$ cat src/rtl/seq_detect_ctrl_pkg.sv
// Shared definitions for the serial pattern-detect stream controller:
// FSM state encoding and the default target pattern.
package seq_detect_ctrl_pkg;

    typedef enum logic [1:0] {
        ST_IDLE  = 2'd0,
        ST_LOAD  = 2'd1,
        ST_SHIFT = 2'd2,
        ST_DONE  = 2'd3
    } state_t;

    localparam logic [3:0] DEFAULT_PATTERN = 4'b1011;

endpackage

$ cat src/rtl/seq_detect_ctrl_match_core.sv
// Programmable 4-bit Mealy matcher: 3-bit history plus saturating fill count,
// optional non-overlapping mode, synchronous clear and a registered match pulse.
module seq_match_core (
    input  logic       clk,
    input  logic       reset_n,
    input  logic       clear,
    input  logic       bit_valid,
    input  logic       bit_in,
    input  logic [3:0] pattern,
    input  logic       overlap,
    output logic       hit,
    output logic       match
);

    logic [2:0] hist;
    logic [1:0] fill;

    // hit is the same-cycle decision; the controller's counter consumes it so
    // that the count and the registered pulse become visible together.
    always_comb begin
        hit = bit_valid && (fill == 2'd3) && ({hist, bit_in} == pattern);
    end

    // NOTE: sequential state uses non-blocking assignments only, so every
    // register samples pre-edge values regardless of statement order.
    always_ff @(posedge clk or negedge reset_n) begin
        if (!reset_n) begin
            hist  <= '0;
            fill  <= '0;
            match <= 1'b0;
        end else begin
            match <= hit;
            if (clear) begin
                hist <= '0;
                fill <= '0;
            end else if (bit_valid) begin
                if (hit && !overlap) begin
                    hist <= '0;
                    fill <= '0;
                end else begin
                    hist <= {hist[1:0], bit_in};
                    if (fill != 2'd3) fill <= fill + 2'd1;
                end
            end
        end
    end

endmodule

$ cat src/rtl/seq_detect_ctrl.sv
// Word-to-bit stream controller: accepts words over valid/ready, feeds them
// MSB-first into the matcher, counts matches per job and flags job completion.
module seq_detect_ctrl
    import seq_detect_ctrl_pkg::*;
#(
    parameter int DATA_W = 8,
    parameter int CNT_W  = 16
) (
    input  logic              clk,
    input  logic              reset_n,
    input  logic              start,
    input  logic [3:0]        cfg_pattern,
    input  logic              cfg_overlap,
    input  logic              in_valid,
    input  logic [DATA_W-1:0] in_data,
    input  logic              in_last,
    output logic              in_ready,
    output logic              busy,
    output logic              match_pulse,
    output logic [CNT_W-1:0]  match_count,
    output logic              count_sat,
    output logic              done
);

    localparam int IDX_W = $clog2(DATA_W);

    state_t             state, next_state;
    logic [DATA_W-1:0]  shreg;
    logic [IDX_W-1:0]   bit_idx;
    logic               last_q;
    logic [3:0]         pattern_q;
    logic               overlap_q;
    logic               in_ready_d, busy_d, done_d;
    logic               job_start, accept, shifting, hit;

    assign job_start = (state == ST_IDLE) && start;
    assign accept    = (state == ST_LOAD) && in_valid && in_ready;
    assign shifting  = (state == ST_SHIFT);

    always_ff @(posedge clk or negedge reset_n) begin
        if (!reset_n) begin
            state    <= ST_IDLE;
            in_ready <= 1'b0;
            busy     <= 1'b0;
            done     <= 1'b0;
        end else begin
            state    <= next_state;
            in_ready <= in_ready_d;
            busy     <= busy_d;
            done     <= done_d;
        end
    end

    // NOTE: defaulting next_state before the case keeps this block free of
    // inferred latches on any path that does not assign it.
    always_comb begin
        next_state = state;
        case (state)
            ST_IDLE:  if (start) next_state = ST_LOAD;
            ST_LOAD:  if (in_valid && in_ready) next_state = ST_SHIFT;
            ST_SHIFT: if (bit_idx == '0) next_state = last_q ? ST_DONE : ST_LOAD;
            ST_DONE:  next_state = ST_IDLE;
            default:  next_state = ST_IDLE;
        endcase
    end

    // Outputs are decoded from next_state and registered, so they line up
    // with the state they describe without any combinational output path.
    always_comb begin
        in_ready_d = (next_state == ST_LOAD);
        busy_d     = (next_state != ST_IDLE);
        done_d     = (next_state == ST_DONE);
    end

    always_ff @(posedge clk or negedge reset_n) begin
        if (!reset_n) begin
            shreg       <= '0;
            bit_idx     <= '0;
            last_q      <= 1'b0;
            pattern_q   <= DEFAULT_PATTERN;
            overlap_q   <= 1'b1;
            match_count <= '0;
            count_sat   <= 1'b0;
        end else begin
            if (job_start) begin
                pattern_q   <= cfg_pattern;
                overlap_q   <= cfg_overlap;
                match_count <= '0;
                count_sat   <= 1'b0;
            end
            if (accept) begin
                shreg   <= in_data;
                last_q  <= in_last;
                bit_idx <= IDX_W'(DATA_W - 1);
            end else if (shifting) begin
                shreg   <= shreg << 1;
                bit_idx <= bit_idx - IDX_W'(1);
            end
            // hit only occurs in SHIFT, so it never collides with job_start.
            if (hit) begin
                if (&match_count) count_sat <= 1'b1;
                else              match_count <= match_count + CNT_W'(1);
            end
        end
    end

    seq_match_core u_match (
        .clk       (clk),
        .reset_n   (reset_n),
        .clear     (job_start),
        .bit_valid (shifting),
        .bit_in    (shreg[DATA_W-1]),
        .pattern   (pattern_q),
        .overlap   (overlap_q),
        .hit       (hit),
        .match     (match_pulse)
    );

endmodule

$ cat config.mk
export PLATFORM = sky130hd
export DESIGN_NAME = seq_detect_ctrl
export DESIGN_NICKNAME = d
export VERILOG_FILES = /design/src/rtl/seq_detect_ctrl_pkg.sv /design/src/rtl/seq_detect_ctrl_match_core.sv /design/src/rtl/seq_detect_ctrl.sv
export SDC_FILE = /design/constraint.sdc
export NUM_CORES = 1
export LEC_CHECK = 0
export BUFFER_PORTS_ARGS = -buffer_cell sky130_fd_sc_hd__buf_4
export CORE_MARGIN = 2
export CORE_UTILIZATION = 62
export CTS_BUF_LIST = sky130_fd_sc_hd__clkbuf_8
export DETAILED_ROUTE_END_ITERATION = 8
export PLACE_DENSITY = 0.87
export SLEW_MARGIN = 25
export SYNTH_ARGS = -nofsm -noshare
export SYNTH_HDL_FRONTEND = slang
export SYNTH_SLANG_ARGS = --single-unit
$ cat constraint.sdc
create_clock -name clk -period 4.7 [get_ports clk]
set_input_delay 0.235 -clock clk [delete_from_list [all_inputs] [get_ports clk]]
set_output_delay 0.235 -clock clk [all_outputs]
set_load 0.01 [all_outputs]
# Yosys cells after proc, flatten, opt, wreduce, memory -nomap -nowiden
# Index checks and enable logic that the tools add are counted.
# word_totals
reg_bits	45
latch_bits	0
ramBits	0
rom_bits	0
inputBits	18
out_inout_bits	21
word_cells	63
n_memories	0
# op_classes
add_sub_neg	3
multipliers	0
div_mod_pow	0
n_lt_le_gt_ge	0
eq_ne	8
n_shift	0
n_mux	22
n_bitwise	0
n_reduce_logical	16
# op_table
op	count
16-bit 2-to-1 mux	3
16-bit by 1-bit adder with 16-bit output (second input constant)	1
2-bit 2-to-1 mux	8
8-bit 2-to-1 mux	2
16-bit AND reduction	1
3-bit 2-to-1 mux	5
2-bit equality test (second input constant)	4
2-bit case mux with 4 select lines	1
1-bit logical AND	7
2-bit nonzero test	3
2-bit by 1-bit equality test with 1-bit output (second input constant)	2
4-bit equality test	1
3-bit logical NOT	1
1-bit 2-to-1 mux	3
3-bit nonzero test	1
3-bit by 1-bit subtractor with 3-bit output (second input constant)	1
2-bit by 1-bit adder with 2-bit output (second input constant)	1
2-bit logical NOT	1
2-bit != test (second input constant)	1
2-bit AND reduction	1
1-bit logical NOT	1

# Depth between registers and ports, before layout
# Gate-level depths: netlist of run 1.
# logic_depth
ltp_word	7
depth_mapped	8
ltp_nobuf	6

# Cells and area by module
# A second synthesis of run 1 with hierarchy kept.
# unflattened
cells_unflattened	219
area_unflattened_um2	2163.3
# modules_own_cells
module	n_inst	cells_each	area_each_um2	seq_area_each_um2
seq_detect_ctrl	1	192	1846.8	980.9
seq_match_core	1	27	316.6	150.1

# Worst setup path before layout of run 1
# Ideal clock, no wire load.
# synth_path
path_kind	register -> register
startpoint	register match_count[0]
endpoint	register match_count[13]
setup_ps	118
arrival_time_ps	1835
required_ps	4582
path_slack_ps	2747
path_stages_with_launch	8
path_buffers	1
synth_period_minus_slack_ps	1953
cell_sequence	dfrtp_1 ha_1 and3_1 buf_4 nand4_4 o211ai_4 mux2_1 a21o_1
# synth_between
elab_chain_len	3
elab_cells_between_ends	4
cone_classes	1 x add/sub; 2 x mux; 1 x reduce/logical
# synth_rtl
element	line_no	source
start: declaration	seq_detect_ctrl.sv:20	output logic [CNT_W-1:0] match_count,
start signal: assignment	seq_detect_ctrl.sv:102	else match_count <= match_count + CNT_W'(1);
16-bit by 1-bit adder with 16-bit output or 16-bit AND reduction (tied branches)	seq_detect_ctrl.sv:102, seq_detect_ctrl.sv:101	
16-bit 2-to-1 mux *	seq_detect_ctrl.sv:101	if (&match_count) count_sat <= 1'b1;
16-bit 2-to-1 mux *	seq_detect_ctrl.sv:100	if (hit) begin
# Mark *: on every way between the ends. The rest lies on a longest branch, timed or not.
# A chain may end at the register's enable or synchronous reset.

# Worst setup path in the final report of run 1
# Ends and elaborated chain as after synthesis.

==> results of run 1 <==
[power groups by stage]
| stage | Clock (uW) | Combinational, uW | Sequential [uW] |
|---|---|---|---|
| floorplan | 0 | 258 | 561 |
| global placement | 0 | 327 | 570 |
| detailed placement | 0 | 347 | 575 |
| CTS | 244 | 351 | 569 |
| global route | 268 | 403 | 583 |
| finish | 237 | 347 | 571 |
[layout by cell type, fill, tap and decap left out, types with 2 or more instances in the layout]
cell type / synthesis / final
a211o_1: 4 / 4
and2_1: 4 / 4
nand4_1: 3 / 3
mux2i_1: 3 / 3
nor3_1: 7 / 7
a22oi_1: 7 / 7
inv_1: 6 / 8
a21oi_1: 12 / 12
nand2b_1: 6 / 6
or2_2: 3 / 3
nor2_1: 10 / 10
ha_1: 4 / 4
xnor2_1: 2 / 2
and3_1: 5 / 5
or3_1: 2 / 2
o211ai_1: 2 / 2
dfstp_2: 4 / 4
o21ai_0: 7 / 7
a21o_1: 7 / 7
mux2_1: 2 / 2
dfrtp_1: 41 / 41
buf_4: 2 / 38
xor2_1: 3 / 3
nand3_1: 14 / 14
o21ai_1: 2 / 2
nand2_1: 49 / 49
clkbuf_8: 0 / 6
[timing repair]
action | CTS | global route
endpoints found under the hold margin | 41 | 0
hold buffers | 1 | 0
endpoints found under the setup margin | 0 | 0
resized for setup | 0 | 0
[worst max-delay path: stages, from the launching register on]
cell      delay (ns)
dfrtp_1         0.44
ha_1            0.20
and3_1          0.31
nand4_4         0.18
o211ai_4        0.63
mux2_1          0.39
a21o_1          0.18
[state kept, by name, summed over array words and instances (netlist names), 2 cells and up]
name	cells
u_match.hist	3
pattern_q	4
u_match.fill	2
shreg	8
bit_idx	3
match_count	16
state	2
[cell usage after synthesis, drive strengths merged]
cell type | number | share of area
mux2i | 3 | 0.013
a21oi | 12 | 0.027
nand4 | 4 | 0.018
nor4 | 1 | 0.0028
clkbuf | 6 | 0.010
a32o | 1 | 0.0044
and4b | 1 | 0.0044
and3 | 6 | 0.017
nor3 | 8 | 0.020
and2 | 4 | 0.011
a22oi | 7 | 0.023
a22o | 1 | 0.0039
nor3b | 1 | 0.0033
nand4b | 1 | 0.0039
ha | 4 | 0.022
nand2 | 49 | 0.082
mux2 | 2 | 0.010
or3 | 2 | 0.0056
nand2b | 6 | 0.017
xnor2 | 2 | 0.0078
o211ai | 3 | 0.016
buf | 5 | 0.016
dfstp | 4 | 0.047
nand3 | 14 | 0.031
a211o | 4 | 0.016
and4 | 2 | 0.0089
dfrtp | 41 | 0.46
nor2 | 10 | 0.017
nand3b | 1 | 0.0033
o21ai | 9 | 0.020
a21o | 7 | 0.023
o2bb2ai | 1 | 0.0039
xor2 | 3 | 0.012
nor2b | 2 | 0.0067
inv | 6 | 0.010
or2 | 3 | 0.0083
[logic make-up (layout without fill, tap and decap cells)]
logic type / after synthesis / count (layout)
flip-flops: 45 / 45
adder cells (fa/ha/maj): 4 / 4
buffers and inverters: 17 / 53
XOR/XNOR: 5 / 5
multiplexers: 5 / 5
AO/OA/AOI/OAI: 45 / 45
AND/OR/NAND/NOR: 115 / 115
[stage by stage]
step | cell area [um2] | setup WS (ns) | cells | util | hold slack [ns]
floorplan | 2250 | 2.75 | 236 | - | -0.0606
global placement | 2540 | 2.39 | 309 | 0.742 | 0.262
detailed placement | 2540 | 2.30 | 309 | 0.742 | 0.256
CTS | 2640 | 2.28 | 318 | 0.772 | 0.122
global route | 2640 | 2.09 | 318 | 0.772 | 0.136
finish | 2640 | 2.27 | 318 | 0.772 | 0.129
[how the worst max path moves through the flow]
stage,slack (ns),to,from,cells past startpoint
2_1_floorplan,2.75,match_count[13],match_count[0],7
3_3_place_gp,2.39,match_count[13],match_count[0],6
3_5_place_dp,2.30,match_count[13],match_count[0],6
4_1_cts,2.28,match_count[13],match_count[0],6
5_1_grt,2.09,match_count[8],match_count[0],6
6_report,2.27,match_count[13],match_count[0],6
[per-layer routing]
layer	share of wire	wire length (um)	up-vias	global-route usage
met1	0.45	2010	873	0.345
met4	0.019	84	0	0.120
met5	0	0	-	0
met3	0.057	253	7	0.0546
met2	0.48	2130	44	0.370
li1	-	-	891	-
[area by class of cell]
| class | count | area [um2] | share of cell area |
|---|---|---|---|
| Sequential cell | 45 | 1130 | 0.429 |
| Multi-Input combinational cell | 174 | 1040 | 0.394 |
| Timing Repair Buffer | 39 | 295 | 0.112 |
| Clock buffer | 6 | 82.6 | 0.0313 |
| Tap cell | 46 | 57.6 | 0.0218 |
| Inverter | 6 | 22.5 | 0.00854 |
| Clock inverter | 2 | 7.51 | 0.00285 |
==> results.sh, run 1 <==
export IMPL_crit_required_ns=4.89
export IMPL_wl_um=4470
export IMPL_cts_tree="built"
export IMPL_nNetsFinal=293
export IMPL_switchingPower_uw=405
export IMPL_fmax_mhz=411
export IMPL_die_area_um2=4130
export IMPL_p_leak_uw=0.00135
export IMPL_synth_fa_ha_area_frac=0.0222
export IMPL_gp_congestion=0.824
export IMPL_hold_start="in_last"
export IMPL_power_frac_comb=0.300
export IMPL_die_y_um=64.3
export IMPL_r2r_start="match_count[0]"
export IMPL_rsz0062_at_grt="false"
export IMPL_clock_latency_ns=0.30
export IMPL_post_cts_buffers=0
export IMPL_power_frac_clock=0.205
export IMPL_diodes=0
export IMPL_power_density_nw_per_um2=438
export IMPL_drc_errors=0
export IMPL_start_kind="flop"
export IMPL_hpwl_um=3100
export IMPL_worst_pin_slew_ns=0.728
export IMPL_ctsRootBufferMaster="clkbuf_8"
export IMPL_swShare=0.350
export IMPL_vias_per_cell=5.71
export IMPL_rr_endpoint="match_count[13]"
export IMPL_seq_power_share=0.494
export IMPL_arrival_ns=2.63
export IMPL_clk_pin_slew_ns=0.08
export IMPL_setup_violations=0
export IMPL_pin_count=39
export IMPL_synthSimpleGateAreaFrac=0.259
export IMPL_grt_ovfl_total=0
export IMPL_tns_ns=0
export IMPL_synth_cell_types=45
export IMPL_finalCritPeriodShare=0.518
export IMPL_num_vias=1815
export IMPL_cp_max_fo=28
export IMPL_synth_compound_area_frac=0.137
export IMPL_io_buffers=38
export IMPL_n_fill_cell=257
export IMPL_antenna_found_initial=0
export IMPL_worstSetupEndpointType="flop"
export IMPL_ys_ff_latch=45
export IMPL_syn2layout_area_growth_pct=17.1
export IMPL_layout_drive_gt1_share=0.210
export IMPL_internal_power_uw=751
export IMPL_cts_made_buffers=5
export IMPL_hold_depth=3
export IMPL_hold_class="in -> reg"
export IMPL_slew_headroom=0.512
export IMPL_synth_top_family_by_area="simple AND/OR/NAND/NOR gates"
export IMPL_clockBufferDepth=2
export IMPL_skew_ns=0.00999
export IMPL_finalHoldViolations=0
export IMPL_post_drt_wl_per_cell_um=14.1
export IMPL_yosysWarnings=0
export IMPL_ant_nets=0
export IMPL_r2r_slack_ns=2.27
export IMPL_core_um2=3420
export IMPL_drv_cap=0
export IMPL_synth_area_per_cell_um2=9.54
export IMPL_synthesis_area_um2=2250
export IMPL_synth_fp_nets=258
export IMPL_fp_row_count=21
export IMPL_rr_worst_depth=6
export IMPL_initial_core_util=0.659
export IMPL_grt_use_total=0.248
export IMPL_synth_seq_area_share=0.502
export IMPL_synth_area_mux_share=0.0233
export IMPL_status="completed"
export IMPL_irDropWorstVdd_v=0.000370
export IMPL_cts_htree_levels=2
export IMPL_die_x_um=64.3
export IMPL_min_to="last_q"
export IMPL_drv_slew=0
export IMPL_drt_iter0_markers=123
export IMPL_grt_pass1_wl_um=7690
export IMPL_criticalPathCategory="reg -> reg"
export IMPL_grt_pass1_vias=1646
export IMPL_grt_max_degree=46
export IMPL_clock_sinks=45
export IMPL_power_uw=1160
export IMPL_period_minus_slack_ns=2.43
export IMPL_syn_inst=236
export IMPL_drtPass1Iterations=4
export IMPL_synth_xor_area_share=0.0194
Note: power is estimated with default switching activity, not from simulation.
==> inputs of run 2 (changes only) <==
--- a/config.mk
+++ b/config.mk
@@ -7,10 +7,10 @@
 export LEC_CHECK = 0
 export BUFFER_PORTS_ARGS = -buffer_cell sky130_fd_sc_hd__buf_4
 export CORE_MARGIN = 2
-export CORE_UTILIZATION = 62
+export CORE_UTILIZATION = 52
 export CTS_BUF_LIST = sky130_fd_sc_hd__clkbuf_8
 export DETAILED_ROUTE_END_ITERATION = 8
-export PLACE_DENSITY = 0.87
+export PLACE_DENSITY = 0.78
 export SLEW_MARGIN = 25
 export SYNTH_ARGS = -nofsm -noshare
 export SYNTH_HDL_FRONTEND = slang
==> constraint.sdc (replaced) <==
create_clock -name clk -period 2.1 [get_ports clk]
set_input_delay 0.105 -clock clk [delete_from_list [all_inputs] [get_ports clk]]
set_output_delay 0.105 -clock clk [all_outputs]
set_load 0.01 [all_outputs]
==> run 2 against run 1 <==
  * Non-clock buffer count is 18 higher
  * First-iteration DRC count is 5.7% higher
  * Setup slack worse by 2.1 ns
  * Combinational power is 140% higher
  * Register-to-register slack worse by 2.1 ns
  * Critical path depth is 1 higher
  * Via count is 6.3% higher
  * Flip-flop and latch count stayed put
  * Maximum frequency is 26% higher
  * Critical path type unchanged
==> results.sh, run 2 (same netlist as run 1, synthesis figures left out) <==
export IMPL_path_cells="ha_1 > and3_1 > nand4_4 > o211ai_4 > buf_6 > nor3_1 > a211o_1"
export IMPL_largest_reg_flops=16
export IMPL_hpwl_um=3340
export IMPL_io_buffers=38
export IMPL_internal_power_uw=1720
export IMPL_diodes=0
export IMPL_critical_path_max_stage_delay_ns=0.39
export IMPL_cts_made_buffers=5
export IMPL_skew_ns=0.0146
export IMPL_mostFrequentLayoutCells="nand2_1 (49), buf_4 (49), dfrtp_1 (41)"
export IMPL_dpl_cell_area_um2=2620
export IMPL_clock_latency_ns=0.30
export IMPL_rr_worst_depth=7
export IMPL_irDropWorstVdd_v=0.000670
export IMPL_worst_hold_slack_ns=0.00441
export IMPL_hold_depth=3
export IMPL_r2r_start="match_count[1]"
export IMPL_cts_htree_levels=2
export IMPL_hold_start="cfg_pattern[2]"
export IMPL_pre_cts_slack_ns=0.146
export IMPL_postLayoutSetupSlackWorst_ns=0.165
export IMPL_pin_count=39
export IMPL_die_area_um2=4870
export IMPL_drtPass1Iterations=4
export IMPL_clock_sinks=45
export IMPL_ant_nets=0
export IMPL_power_density_nw_per_um2=948
export IMPL_gp_congestion=0.782
export IMPL_crit_required_ns=2.28
export IMPL_die_x_um=69.8
export IMPL_period_minus_slack_ns=1.93
export IMPL_cp_max_fo=14
export IMPL_top_register="match_count"
export IMPL_drc_errors=0
export IMPL_finalHoldViolations=0
export IMPL_setup_violations=0
export IMPL_layout_drive_gt1_share=0.238
export IMPL_hold_class="in -> reg"
export IMPL_drv_slew=0
export IMPL_post_drt_wl_per_cell_um=14.3
export IMPL_slew_headroom=0.619
export IMPL_power_frac_comb=0.311
export IMPL_rsz0062_at_grt="false"
export IMPL_p_leak_uw=0.00144
export IMPL_seq_power_share=0.482
export IMPL_reg_largest_list="match_count (16), shreg (8), pattern_q (4)"
export IMPL_vias_per_cell=5.67
export IMPL_grt_pass1_wl_um=8530
export IMPL_drv_cap=0
export IMPL_ctsRootBufferMaster="clkbuf_8"
export IMPL_clockBufferDepth=2
export IMPL_antenna_found_initial=0
export IMPL_fmax_mhz=517
export IMPL_slowest_stage="dfrtp_1"
export IMPL_wl_um=4860
export IMPL_finalCritPeriodShare=0.921
export IMPL_swShare=0.351
export IMPL_cts_tree="built"
export IMPL_tns_ns=0
export IMPL_initial_core_util=0.551
export IMPL_r2r_slack_ns=0.17
export IMPL_switchingPower_uw=930
export IMPL_final_cell_area_um2=2800
export IMPL_criticalPathCategory="reg -> reg"
export IMPL_min_to="pattern_q[2]"
export IMPL_core_um2=4090
export IMPL_fp_row_count=23
export IMPL_nNetsFinal=311
export IMPL_grt_pass1_vias=1852
export IMPL_syn2layout_area_growth_pct=24.1
export IMPL_die_y_um=69.8
export IMPL_drt_iter0_markers=130
export IMPL_worst_pin_slew_ns=0.571
export IMPL_start_kind="flop"
export IMPL_grt_use_total=0.218
export IMPL_arrival_ns=2.12
export IMPL_num_vias=1929
export IMPL_power_frac_clock=0.206
export IMPL_grt_ovfl_total=0
export IMPL_rr_endpoint="match_count[5]"
export IMPL_clk_pin_slew_ns=0.08
export IMPL_worstSetupEndpointType="flop"
export IMPL_status="completed"
export IMPL_grt_max_degree=46
## run 2: cell types whose count changed in the layout (fill, tap and decap cells not counted), sizes merged
cell         previous run  this run
buf                    38        50
dlygate4sd3             1         7
## run 2: power groups by stage
stage	Sequential [uW]	Combinational, uW	Clock (uW)
2_1_floorplan	1250	578	0
3_5_place_dp	1290	815	0
3_3_place_gp	1280	780	0
6_report	1280	825	547
5_1_grt	1310	938	603
4_1_cts	1280	825	558
## run 2: final cells by class
class | count | area, um2
Clock buffer | 6 | 82.6
Clock inverter | 2 | 7.51
Fill cell | 333 | 1290
Inverter | 6 | 22.5
Multi-Input combinational cell | 174 | 1040
Sequential cell | 45 | 1130
Tap cell | 50 | 62.6
Timing Repair Buffer | 57 | 449
## run 2: critical path: cells and delay by family (launching register included)
kind,cells,cell delay (ns)
compound gates,2,0.59
simple gates,3,0.45
flops,1,0.39
buf+inv,1,0.20
fa+ha+maj,1,0.19
## run 2: worst max path at each step
| stage | start | endpoint | slack [ns] |
|---|---|---|---|
| floorplan | match_count[0] | match_count[13] | 0.15 |
| finish | match_count[1] | match_count[5] | 0.17 |
| global route | match_count[1] | match_count[10] | 0.01 |
| CTS | match_count[1] | match_count[5] | 0.12 |
| detailed placement | match_count[1] | match_count[5] | 0.15 |
| global placement | match_count[1] | match_count[5] | 0.22 |
## run 2: layer usage
metal  part of all wire  global-route usage  vias up  wire length (um)
met3              0.051              0.0552       10               246
met2               0.47               0.343       53              2290
li1                   -                   -      928                 -
met1               0.46               0.291      938              2210
met5                  0                   0        -                 0
met4              0.023              0.0791        0               111
## run 2: metrics by stage
stage	power [uW]	cells	util
final	2650	340	0.684
after global routing	2850	340	0.684
after CTS	2660	338	0.679
after detailed placement	2110	324	0.642
after global placement	2060	324	0.642
after floorplan	1830	236	-
## run 2: what timing repair did
action | 4_1_cts | 5_1_grt
buffers inserted | 0 | 1
resized for setup | 0 | 1
setup endpoints to repair | 0 | 1
hold buffers | 6 | 1
endpoints found under the hold margin | 46 | 1
